$ cat src/rtl/truth_table_sequencer.sv
// truth_table_sequencer
//
// Drives every input combination of a combinational N_IN-input, 1-output gate
// in ascending binary order. Each vector is held for HOLD clocks and the gate
// output is sampled on the last edge of that window. The sampled truth table
// is compared bit by bit against an expected table latched when the sweep
// starts.
//
// Ports:
//   clk            system clock, rising edge
//   rst_n          asynchronous active-low reset
//   start          request a sweep; accepted only while not busy
//   expected       expected truth table, bit i = output for input vector i
//   dut_in         registered stimulus to the gate (MSB = first gate input)
//   dut_out        gate output
//   busy           sweep in progress
//   done           results valid; held until the next accepted start
//   pass           captured == expected; valid while done=1
//   captured       sampled truth table, bit i = dut_out for vector i
//   mismatch_count number of differing bits
//   first_fail     lowest mismatching vector index; 0 when pass=1
module truth_table_sequencer #(
  parameter int N_IN = 3,
  parameter int HOLD = 10
) (
  input  logic                 clk,
  input  logic                 rst_n,
  input  logic                 start,
  input  logic [2**N_IN-1:0]   expected,
  output logic [N_IN-1:0]      dut_in,
  input  logic                 dut_out,
  output logic                 busy,
  output logic                 done,
  output logic                 pass,
  output logic [2**N_IN-1:0]   captured,
  output logic [N_IN:0]        mismatch_count,
  output logic [N_IN-1:0]      first_fail
);

  localparam int              NVEC        = 2**N_IN;
  localparam logic [N_IN-1:0] LAST_VEC    = N_IN'(NVEC - 1);
  localparam logic [7:0]      HOLD_RELOAD = 8'(HOLD - 1);

  typedef enum logic [1:0] {
    IDLE,
    RUN,
    DONE
  } state_t;

  state_t              state_reg;
  logic [7:0]          hold_cnt_reg;
  logic [NVEC-1:0]     expected_reg;

  logic                sample_now;
  logic                bit_mismatch;
  logic [N_IN:0]       mismatch_count_next;
  logic [NVEC-1:0]     captured_next;

  // dut_in doubles as the vector index while RUN is active.
  assign sample_now          = (state_reg == RUN) && (hold_cnt_reg == 8'd0);
  assign bit_mismatch        = (dut_out != expected_reg[dut_in]);
  assign mismatch_count_next = mismatch_count + {{N_IN{1'b0}}, bit_mismatch};

  // Only the bit addressed by the active vector is updated on a sample edge.
  genvar gi;
  generate
    for (gi = 0; gi < NVEC; gi++) begin : g_capture
      assign captured_next[gi] = (sample_now && (dut_in == N_IN'(gi))) ? dut_out : captured[gi];
    end
  endgenerate

  always_ff @(posedge clk or negedge rst_n) begin
    if (!rst_n) begin
      state_reg      <= IDLE;
      hold_cnt_reg   <= 8'd0;
      expected_reg   <= '0;
      dut_in         <= '0;
      busy           <= 1'b0;
      done           <= 1'b0;
      pass           <= 1'b0;
      captured       <= '0;
      mismatch_count <= '0;
      first_fail     <= '0;
    end else begin
      case (state_reg)
        IDLE, DONE: begin
          if (start) begin
            state_reg      <= RUN;
            hold_cnt_reg   <= HOLD_RELOAD;
            expected_reg   <= expected;
            dut_in         <= '0;
            busy           <= 1'b1;
            done           <= 1'b0;
            pass           <= 1'b0;
            captured       <= '0;
            mismatch_count <= '0;
            first_fail     <= '0;
          end
        end

        RUN: begin
          if (hold_cnt_reg == 8'd0) begin
            captured       <= captured_next;
            mismatch_count <= mismatch_count_next;
            // A zero count before this compare means this is the first miss.
            if (bit_mismatch && (mismatch_count == '0)) begin
              first_fail <= dut_in;
            end
            if (dut_in != LAST_VEC) begin
              dut_in       <= dut_in + 1'b1;
              hold_cnt_reg <= HOLD_RELOAD;
            end else begin
              state_reg <= DONE;
              busy      <= 1'b0;
              done      <= 1'b1;
              dut_in    <= '0;
              // Uses the next count so the final vector's compare is included.
              pass      <= (mismatch_count_next == '0);
            end
          end else begin
            hold_cnt_reg <= hold_cnt_reg - 8'd1;
          end
        end

        default: begin
          state_reg <= IDLE;
        end
      endcase
    end
  end

endmodule
$ cat config.mk
export PLATFORM = sky130hd
export DESIGN_NAME = truth_table_sequencer
export DESIGN_NICKNAME = d
export VERILOG_FILES = /design/src/rtl/truth_table_sequencer.sv
export SDC_FILE = /design/constraint.sdc
export NUM_CORES = 1
export LEC_CHECK = 0
export BUFFER_PORTS_ARGS = -buffer_cell sky130_fd_sc_hd__buf_2
export CAP_MARGIN = 20
export CORE_UTILIZATION = 50
export DETAILED_ROUTE_END_ITERATION = 10
export GPL_ROUTABILITY_DRIVEN = 1
export GPL_TIMING_DRIVEN = 0
export PLACE_DENSITY = 0.75
export SYNTH_ARGS = -nofsm -noshare
export SYNTH_HDL_FRONTEND = slang
export SYNTH_SLANG_ARGS = --single-unit
$ cat constraint.sdc
create_clock -name clk -period 2.2 [get_ports clk]
set_input_delay 0.33 -clock clk [delete_from_list [all_inputs] [get_ports clk]]
set_output_delay 0.33 -clock clk [all_outputs]
set_load 0.01 [all_outputs]
Yosys cells after proc, flatten, opt, wreduce, memory -nomap -nowiden
Cells that the tools add are included.
{"block": "totals", "ff_bits": 39, "out_inout_bits": 21, "wordCells": 118}
{"block": "op_classes", "eq_ne": 24, "mux": 42, "reduce_logical": 31, "add_sub_neg": 3, "magnitude_cmp": 1}
{"operator": "$mux 8", "count": 5}
{"operator": "$reduce_and 4->1", "count": 10}
{"operator": "$pmux 8 s2", "count": 2}
{"operator": "$ne 2x1->1 const B", "count": 10}
{"operator": "$mux 1", "count": 17}
{"operator": "$mux 3", "count": 5}
{"operator": "$eq 3x3->1 const B", "count": 4}
{"operator": "$pmux 3 s2", "count": 2}
{"operator": "$logic_and 1x1->1", "count": 10}
{"operator": "$reduce_and 3->1", "count": 3}
{"operator": "$logic_not 4->1", "count": 2}
{"operator": "$logic_not 8->1", "count": 1}
{"operator": "$mux 4", "count": 2}
{"operator": "$pmux 4 s2", "count": 1}
{"operator": "$sub 8x1->8 const B", "count": 1}
{"operator": "$eq 3x2->1 const B", "count": 2}
{"operator": "$mux 2", "count": 3}
{"operator": "$pmux 1 s2", "count": 3}
{"operator": "$add 4x1->4", "count": 1}
{"operator": "$lt 3x4->1 const B", "count": 1}
{"operator": "$ne 2x2->1 const B", "count": 2}
{"operator": "$pmux 2 s2", "count": 1}
{"operator": "$add 3x1->3 const B", "count": 1}
{"operator": "$bmux 1 s3", "count": 1}
{"operator": "other kinds (11)", "count": 11}

Longest topological paths before layout
Gate-level depths: netlist of the first run.
{"block": "depth", "word_depth": 8, "ltp_mapped": 9}

Worst setup path before layout of the first run
OpenSTA, ideal clock, no wires.
{"block": "synth_path", "path_kind": "register to register", "from": "register dut_in[0]", "to": "register pass", "path_buffers": 0, "stages_incl_launch_ff": 10, "slack_ps": -299, "arrival_ps": 2417, "synth_period_minus_slack_ps": 2499, "cell_sequence": "dfrtp_1 mux4_1 mux2i_1 xnor2_1 ha_1 ha_1 nor3_1 a31oi_1 or3_1 o21ai_0"}
{"block": "synth_between", "elab_chain_cells": 8, "word_cells_on_any_way": 11}
{"item": "start, declared", "line": "30", "text": "output logic [N_IN-1:0] dut_in,"}
{"item": "start signal, assigned", "line": "110", "text": "dut_in <= dut_in + 1'b1;"}
{"item": "$bmux 1 s3", "line": "61", "text": "assign bit_mismatch = (dut_out != expected_reg[dut_in]);"}
{"item": "$mux 1 (not written as such)", "line": "61"}
{"item": "$ne 1x1->1", "line": "61"}
{"item": "$add 4x1->4", "line": "62", "text": "assign mismatch_count_next = mismatch_count + {{N_IN{1'b0}}, bit_mismatch};"}
{"item": "$logic_not 4->1", "line": "118", "text": "pass <= (mismatch_count_next == '0);"}
{"item": "$mux 1", "line": "109", "text": "if (dut_in != LAST_VEC) begin"}
{"item": "$mux 1", "line": "102", "text": "if (hold_cnt_reg == 8'd0) begin"}
{"item": "$pmux 1 s2", "line": "85", "text": "case (state_reg)"}
{"item": "end signal, assigned", "line": "118"}
{"item": "end, declared", "line": "34", "text": "output logic pass,"}
Several ways; a longest one is shown, not always the timed one. The select of a mux whose other input is x is not followed.
A chain may end at the register's enable or synchronous reset.

Final worst setup path of the first run
Same ends and word-level chain as after synthesis.

==> metrics, run 1 <==
status=finished with violations; failing checks=setup timing; Unique masters post-synth=between 40 and 50; Synth Flop Type=dfrtp_1; Hold Vio Cnt, Final=0; clock-pin slew on the worst setup and hold paths=0.07 ns; DR WL/cell=14.3 um; die width=64.6 um; most frequent cells in the layout=43 x nand2_1, 38 x dfrtp_1, 34 x buf_2; CTS tree=done; clock root cell=clkbuf_8; relative slew slack=42.9%; FFs w/ async S/R, synth=100%; die area=~4200 sq um; Setup crit start kind=flip-flop; CP Capture Type=flip-flop; largest net degree at the start of global routing=40; area share of the largest cell type after synthesis=49.8%; layout cell share with drive strength beyond 1=28.0%; endpoints failing setup=1; Layout Skew=0.00332 ns; f_max=between 400 and 500 MHz; Pins Over Slew Limit=0; area delta synth->final=20.4%; Layout Nets=257; MaxCap Viol Count=0; initial antenna violation count=0; Syn Area/Cell=10.1 sq um; detailed placement HPWL=2870 um; clk buf depth=2; critical-path cell list=mux4_2 -> mux2i_4 -> xnor2_2 -> ha_2 -> nand2_2 -> xor2_1 -> a31oi_1 -> or3_1 -> o21ai_2; EDFF count, synth=0; die height=roughly 65 um; Via density=5.42; post-route ant nets=0; minimum clock period=2.40 ns; Ports=33; Tcrit/Tclk final=109%; RSZ-0062 raised after global routing=true; vias in the first global route=1509; Net Count, Synth=216; leading cell type in the layout, fill and taps excluded=nand2_1; cell area power density=1250 nW/um^2; area post-placement=2180 sq um; cell taking the most area after synthesis=dfrtp_1; Bufs and invs on worst path=0; sequential-to-total area share from yosys stat=between 40% and 50%; CTS Buf Count=5; CP top delay family=multiplexers; First DRT Iteration DRCs=111; Post-Route WL=4070 um; Lkg Pwr=1.16 nW; Slowest cell on crit path=mux4_2; Worst Tran Pin Value=roughly 0.86 ns; Cell Area, Synth=1960 sq um; Yosys warning count=0; first-pass GRT wire length=7030 um; Syn Inst Count=194; Placed Cells=274; FF+latch count, synth=39; Setup WS pre-CTS=-0.363 ns; VDD IR max=577 uV; Fillers=319; Setup CP Type=reg -> reg; routability cong.=between 0.8 and 0.9; clock sink total=39; clock latency on the worst-skew pair=0.29 ns; Pre-antenna DRT Iters=4; CP required=2.42 ns; design area=approximately 2400 sq um; grt ovf=0; initial core utilization=52.7%; Synth area leaders=dfrtp_1 50%, nand2_1 8.4%, ha_1 6.4%; vias=1539; CP max stage delay=0.54 ns; total power draw=2.96 mW; Buffers on Ports=32; Util after Layout=about 63%; worst hold path class=in -> async; critical path arrival=2.62 ns; drt drc=0; total core area=between 3000 and 4000 sq um; setup slack after layout=-0.198 ns; Rows=22; Non-Filler Instances=between 200 and 300; Ant. Diodes=0; worst-path fanout max=3; Max H-tree Level=2; GR Util All Layers=22.5%
[per-layer routing]
layer	global-route usage [%]	part of all wire, %	vias to the layer above
li1	-	-	754
met5	0	0	-
met4	6.67	1.3	0
met2	36.3	48	29
met3	6.87	3.1	5
met1	29.1	47	751
[cell families (layout without fill, tap and decap cells)]
| group | Yosys count | count (layout) | share of synthesized area [%] |
|---|---|---|---|
| compound gates | 35 | 35 | 12.0 |
| fa+ha+maj | 10 | 10 | 6.39 |
| flops | 39 | 39 | 49.8 |
| simple gates | 83 | 83 | 20.3 |
| mux | 7 | 7 | 5.43 |
| buf+inv | 12 | 54 | 2.43 |
| xor+xnor | 8 | 8 | 3.58 |
[synth_stat cells (all sizes together) (2+ instances only)]
master and number:
a21oi 3, a22o 3, a31oi 6, a32o 2
buf 3, clkbuf 2, dfrtp 39, ha 10
inv 7, mux2 3, mux2i 2, mux4 2
nand2 45, nand2b 3, nand3 8, nand4 2
nor2 13, nor2b 2, nor3 2, nor4 2
o21ai 13, o31ai 2, xnor2 6, xor2 2
[report_power, final]
part | total (mW) | internal (mW) | leakage, nW | switching (mW)
Combinational | 1.22 | 0.575 | 0.612 | 0.644
Sequential | 1.21 | 0.979 | 0.497 | 0.233
Clock | 0.526 | 0.286 | 0.0515 | 0.240
[through the flow]
stage | hold WS (ns) | setup TNS (ns)
after detailed placement | 0.460 | -0.484
after CTS | 0.176 | -0.250
after global routing | 0.209 | -0.472
after floorplan | 0.0344 | -0.130
after global placement | 0.454 | -0.295
final | 0.148 | -0.198
[layout make-up]
| type | count | area [sq um] | area share, % |
|---|---|---|---|
| Multi-Input combinational cell | 143 | 997 | 42.3 |
| Sequential cell | 39 | 977 | 41.5 |
| Timing Repair Buffer | 34 | 175 | 7.43 |
| Clock buffer | 8 | 100 | 4.25 |
| Tap cell | 48 | 60.1 | 2.55 |
| Inverter | 7 | 26.3 | 1.11 |
| Buffer | 5 | 21.3 | 0.902 |
[worst paths after layout]
path | slack [ns] | from | depth (start not counted) | endpoint
setup reg to reg | -0.20 | dut_in[0] | 9 | pass
hold reg to reg | 0.47 | expected_reg[6] | 2 | expected_reg[6]
setup / recovery | -0.20 | dut_in[0] | 9 | pass
min in group clk | 0.22 | expected[0] | 3 | expected_reg[0]
hold / removal | 0.15 | rst_n | 1 | hold_cnt_reg[4]
max in group asynchronous | 1.46 | rst_n | 1 | dut_in[0]
[worst reg2reg max path, stage by stage, from the launching register on]
cell and delay, ns:
dfrtp_2 0.41, mux4_2 0.54, mux2i_4 0.17, xnor2_2 0.15
ha_2 0.26, nand2_2 0.07, xor2_1 0.14, a31oi_1 0.10
or3_1 0.35, o21ai_2 0.14
[what timing repair did]
action | 4_1_cts | 5_1_grt
buffers inserted | 2 | 0
setup endpoints to repair | 2 | 5
hold buffers | 0 | 0
endpoints found under the hold margin | 0 | 0
gates resized for setup | 3 | 6
pin swaps | 2 | 2
(Power assumes the default switching activity.)
==> run 2, diff against run 1 <==
CELL_PAD_IN_SITES_DETAIL_PLACEMENT = 1   (was default)
CELL_PAD_IN_SITES_GLOBAL_PLACEMENT = 1   (was default)
CORE_UTILIZATION = 39   (was 50)
PLACE_DENSITY = default   (was 0.75)
PLACE_DENSITY_LB_ADDON = 0.1   (was default)
==> metrics, run 2 (same netlist as run 1, synthesis figures left out) <==
status=finished with violations; failing checks=setup timing; Flop pwr share=42.0% (+1.0 points); Net Sw Frac=39.0% (+1.2 points); CTS tree=done; Comb pwr share=43.2% (+2.0 points); post-route ant nets=0 (unchanged); routability cong.=0.745 (-11%); cell area power density=1240 nW/um^2 (-1.2%); area delta synth->final=20.9%; first-pass GRT wire length=7930 um (+13%); minimum clock period=2.37 ns (-0.0297 ns); DR WL/cell=15.9 um (+11%); First DRT Iteration DRCs=31 (-72%); RSZ-0062 raised after global routing=true; drt drc=0 (unchanged); Via density=5.15 (-5.0%); P_int=1.79 mW (-2.8%); most frequent cells in the layout=43 x nand2_1, 38 x dfrtp_1, 34 x buf_2; leading cell type in the layout, fill and taps excluded=nand2_1; Lkg Pwr=1.15 nW (-1.3%); grt met3 use=4.97% (-1.9 points); grt ovf=0 (unchanged); detailed placement HPWL=3450 um (+20%); VDD IR max=478 uV (-17%); Psw=1.14 mW (+2.5%); MaxCap Viol Count=0 (unchanged); CP Capture Type=flip-flop; die area=5310 sq um (+27%); Buffers on Ports=32 (unchanged); Pre-antenna DRT Iters=4 (unchanged); largest net degree at the start of global routing=40 (unchanged); worst-path fanout max=3 (unchanged); clk buf depth=2 (unchanged); clock-pin slew on the worst setup and hold paths=0.07 ns (about the same); Setup WS pre-CTS=-0.343 ns (+0.0206 ns); Rows=25 (+14%); die height=72.9 um (+13%); Hold Vio Cnt, Final=0 (unchanged); endpoints failing setup=1 (unchanged); Ant. Diodes=0 (unchanged); clock root cell=clkbuf_8; GR Util All Layers=20.2% (-2.3 points); total power draw=2.93 mW (-0.80%); CP required=2.42 ns (about the same); clock latency on the worst-skew pair=0.28 ns (about the same); Max H-tree Level=2 (unchanged); layout cell share with drive strength beyond 1=27.4% (-0.62 points); initial core utilization=40.9% (-12 points); clock sink total=39 (unchanged); Clock power frac=14.8% (-3.0 points); Tcrit/Tclk final=108% (-1.4 points); initial antenna violation count=0 (unchanged); critical path arrival=2.58 ns (-0.04 ns); Ports=33 (unchanged); Worst Tran Pin Value=0.863 ns (+0.00664 ns); layer with the highest usage=met2; met1 Use GR=25.8% (-3.3 points); total core area=4790 sq um (+29%); Setup TNS=-0.169 ns (+0.0297 ns); vias=1549 (+0.65%); CTS Buf Count=5 (unchanged); setup slack after layout=-0.169 ns (+0.0297 ns); Pins Over Slew Limit=0 (unchanged); Post-Route WL=4790 um (+18%); vias in the first global route=1631 (+8.1%); Util after Layout=49.5% (-14 points); met2 usage=34.0% (-2.4 points); worst hold path class=in -> async; Fillers=558 (+75%); f_max=422 MHz (+1.3%); die width=72.9 um (+13%); Layout Nets=257 (unchanged); Setup crit start kind=flip-flop; relative slew slack=42.5% (-0.44 points); Layout Skew=0.00499 ns (+0.00167 ns); Setup CP Type=reg -> reg
-- run 2: layer usage --
layer | share of wire (%) | vias to the layer above
met5 | 0 | -
li1 | - | 754
met4 | 0.48 | 0
met3 | 2.5 | 2
met1 | 46 | 768
met2 | 51 | 25
-- run 2: worst paths after layout --
kind | start | end | slack (ns) | cells after the start
max in group asynchronous | rst_n | dut_in[0] | 1.45 | 1
setup reg to reg | dut_in[0] | pass | -0.17 | 9
setup / recovery | dut_in[0] | pass | -0.17 | 9
min in group clk | expected[1] | expected_reg[1] | 0.24 | 3
hold / removal | rst_n | done | 0.16 | 1
hold reg to reg | expected_reg[4] | expected_reg[4] | 0.47 | 2
-- run 2: what timing repair did --
action | 4_1_cts | 5_1_grt
pin swaps | 1 | 6
buffers inserted | 2 | 0
setup endpoints to repair | 4 | 8
hold buffers | 0 | 0
gates resized for setup | 4 | 7
-- run 2: stage by stage --
stage,hold WS (ns),cell area [sq um],cells
4_1_cts,0.181,2320,301
5_1_grt,0.211,2370,301
6_report,0.157,2370,301
3_5_place_dp,0.463,2210,293
2_1_floorplan,0.0344,1960,194
3_3_place_gp,0.456,2210,293
-- run 2: worst max-delay path, cell delays in order, from the launching register on --
cell and delay, ns:
dfrtp_2 0.41, mux4_2 0.55, mux2i_4 0.18, xnor2_2 0.16, ha_4 0.19, nand2_2 0.06
xor2_1 0.15, a31oi_1 0.10, or3_1 0.37, o21ai_1 0.13
-- run 2: area by class of cell --
class / instances / area [sq um] / share of cell area [%]
Buffer: 5 / 21.3 / 0.899
Clock buffer: 6 / 72.6 / 3.07
Inverter: 7 / 26.3 / 1.11
Multi-Input combinational cell: 143 / 1010 / 42.7
Sequential cell: 39 / 977 / 41.3
Tap cell: 67 / 83.8 / 3.54
Timing Repair Buffer: 34 / 175 / 7.40
-- run 2: power groups by stage --
stage | logic, mW | clock network, mW | registers, mW
6_report | 1.27 | 0.433 | 1.23
5_1_grt | 1.42 | 0.481 | 1.27
4_1_cts | 1.21 | 0.451 | 1.22
3_5_place_dp | 1.09 | 0 | 1.25
3_3_place_gp | 1.04 | 0 | 1.22
2_1_floorplan | 0.714 | 0 | 1.24
==> run 3, diff against run 2 <==
BUFFER_PORTS_ARGS = -buffer_cell sky130_fd_sc_hd__buf_4   (was -buffer_cell sky130_fd_sc_hd__buf_2)
==> metrics, run 3 (same netlist as run 1, synthesis figures left out) <==
largest net degree at the start of global routing=40 (unchanged); grt ovf=0 (unchanged); design area=2450 sq um (+3.5%); Psw=1.16 mW (+1.3%); relative slew slack=67.0% (+25 points); MaxCap Viol Count=0 (unchanged); status=finished with violations; routability cong.=0.732 (-1.7%); Setup TNS=-0.271 ns (-0.103 ns); r2r worst-path depth=9 (unchanged); layout cell share with drive strength beyond 1=27.8% (+0.50 points); Setup crit start kind=flip-flop; worst hold path class=in -> async; cell area power density=1230 nW/um^2 (-0.59%); first-pass GRT wire length=8140 um (+2.6%); worst-path fanout max=4 (+1); Flop pwr share=40.8% (-1.2 points); RSZ-0062 raised after global routing=true; Non-Filler Instances=304 (+1.0%); Via density=5.21 (+1.3%); worst hold slack=0.00803 ns (-0.149 ns); Net Sw Frac=38.4% (-0.61 points); Buffers on Ports=32 (unchanged); endpoints failing setup=1 (unchanged); Layout Nets=258 (+0.39%); detailed placement HPWL=3540 um (+2.5%); clock sink total=39 (unchanged); Pins Over Slew Limit=0 (unchanged); CTS tree=done; minimum clock period=2.47 ns (+0.103 ns); register area=977 sq um (unchanged); Layout Skew=0.00263 ns (-0.00236 ns); critical path arrival=2.69 ns (+0.11 ns); Hold Vio Cnt, Final=0 (unchanged); cts hold-fix bufs=0 (unchanged); clock root cell=clkbuf_8; Multi-input gate area=998 sq um (-1.2%); CTS Buf Count=5 (unchanged); DR WL/cell=15.7 um (-1.1%); VDD IR max=551 uV (+15%); clock-pin slew on the worst setup and hold paths=0.07 ns (about the same); most frequent cells in the layout=43 x nand2_1, 38 x dfrtp_1, 35 x buf_4; Fillers=547 (-2.0%); P_int=1.86 mW (+4.0%); total core area=4790 sq um (unchanged); Lkg Pwr=1.17 nW (+2.1%); total power draw=3.02 mW (+2.9%); Rows=25 (unchanged); die height=72.9 um (unchanged); leading cell type in the layout, fill and taps excluded=nand2_1; CP Capture Type=flip-flop; Tcrit/Tclk final=112% (+4.7 points); Pre-antenna DRT Iters=4 (unchanged); Ports=33 (unchanged); f_max=405 MHz (-4.2%); Max H-tree Level=2 (unchanged); GR Util All Layers=20.3% (+0.084 points); area delta synth->final=25.2%; Placed Cells=293 (unchanged); CP required=2.42 ns (about the same); initial core utilization=40.9% (unchanged); Setup CP Type=reg -> reg; vias in the first global route=1676 (+2.8%); clock latency on the worst-skew pair=0.29 ns (about the same); clk buf depth=2 (unchanged); Comb pwr share=43.9% (+0.7 points); Clock power frac=15.2% (+0.4 points); Ant. Diodes=0 (unchanged); drt drc=0 (unchanged); Worst Tran Pin Value=0.495 ns (-0.368 ns); initial antenna violation count=0 (unchanged); Post-Route WL=4780 um (-0.13%); post-route ant nets=0 (unchanged); First DRT Iteration DRCs=28 (-9.7%); failing checks=setup timing; area post-placement=2290 sq um (+3.6%); die area=5310 sq um (unchanged); die width=72.9 um (unchanged); vias=1584 (+2.3%); setup slack after layout=-0.271 ns (-0.103 ns)
[run 3: critical path, cell delays in order, from the launching register on]
cell     delay (ns)
dfrtp_2        0.43
mux4_2         0.55
mux2i_4        0.19
xnor2_2        0.17
ha_4           0.19
nand2_2        0.06
xor2_1         0.16
a31oi_1        0.10
or3_1          0.40
o21ai_1        0.14
[run 3: power groups by stage]
stage	clock [mW]	sequential [mW]	combinational, mW
after CTS	0.477	1.22	1.26
after global placement	0	1.23	1.11
final	0.460	1.23	1.33
after floorplan	0	1.24	0.714
after global routing	0.506	1.28	1.49
after detailed placement	0	1.25	1.17
[run 3: metrics by stage]
step / setup slack (ns) / utilization, %
after floorplan: -0.130 / -
after global placement: -0.314 / 47.8
after detailed placement: -0.372 / 47.8
after CTS: -0.270 / 50.0
after global routing: -0.391 / 51.2
final: -0.271 / 51.2
[run 3: path summary, 6_finish.rpt]
kind | from | to | slack, ns
worst max-delay path | dut_in[0] | pass | -0.27
worst min register to register | expected_reg[2] | expected_reg[2] | 0.48
worst max register to register | dut_in[0] | pass | -0.27
max in group asynchronous | rst_n | dut_in[0] | 1.83
min in group clk | expected[7] | expected_reg[7] | 0.23
worst min-delay path | rst_n | done | 0.008
[run 3: layout make-up]
type,count,share of cell area (%)
buffer,5,0.868
inverter,7,1.07
clock inverter,1,0.204
tap,67,3.42
timing repair buffer,35,10.7
clock buffer,7,3.11
multi-input combinational,143,40.7
sequential,39,39.9
[run 3: timing repair]
action	CTS	global route
pin swaps	1	6
setup buffers	2	1
gates resized for setup	2	8
setup endpoints to repair	4	6
hold endpoints to repair	0	0
[run 3: routing by layer]
metal	up-vias	track usage, %	share of wire (%)
met5	-	0	0
li1	753	-	-
met1	798	27.1	45
met3	7	4.28	2.8
met2	26	33.3	51
met4	0	5.88	1.2
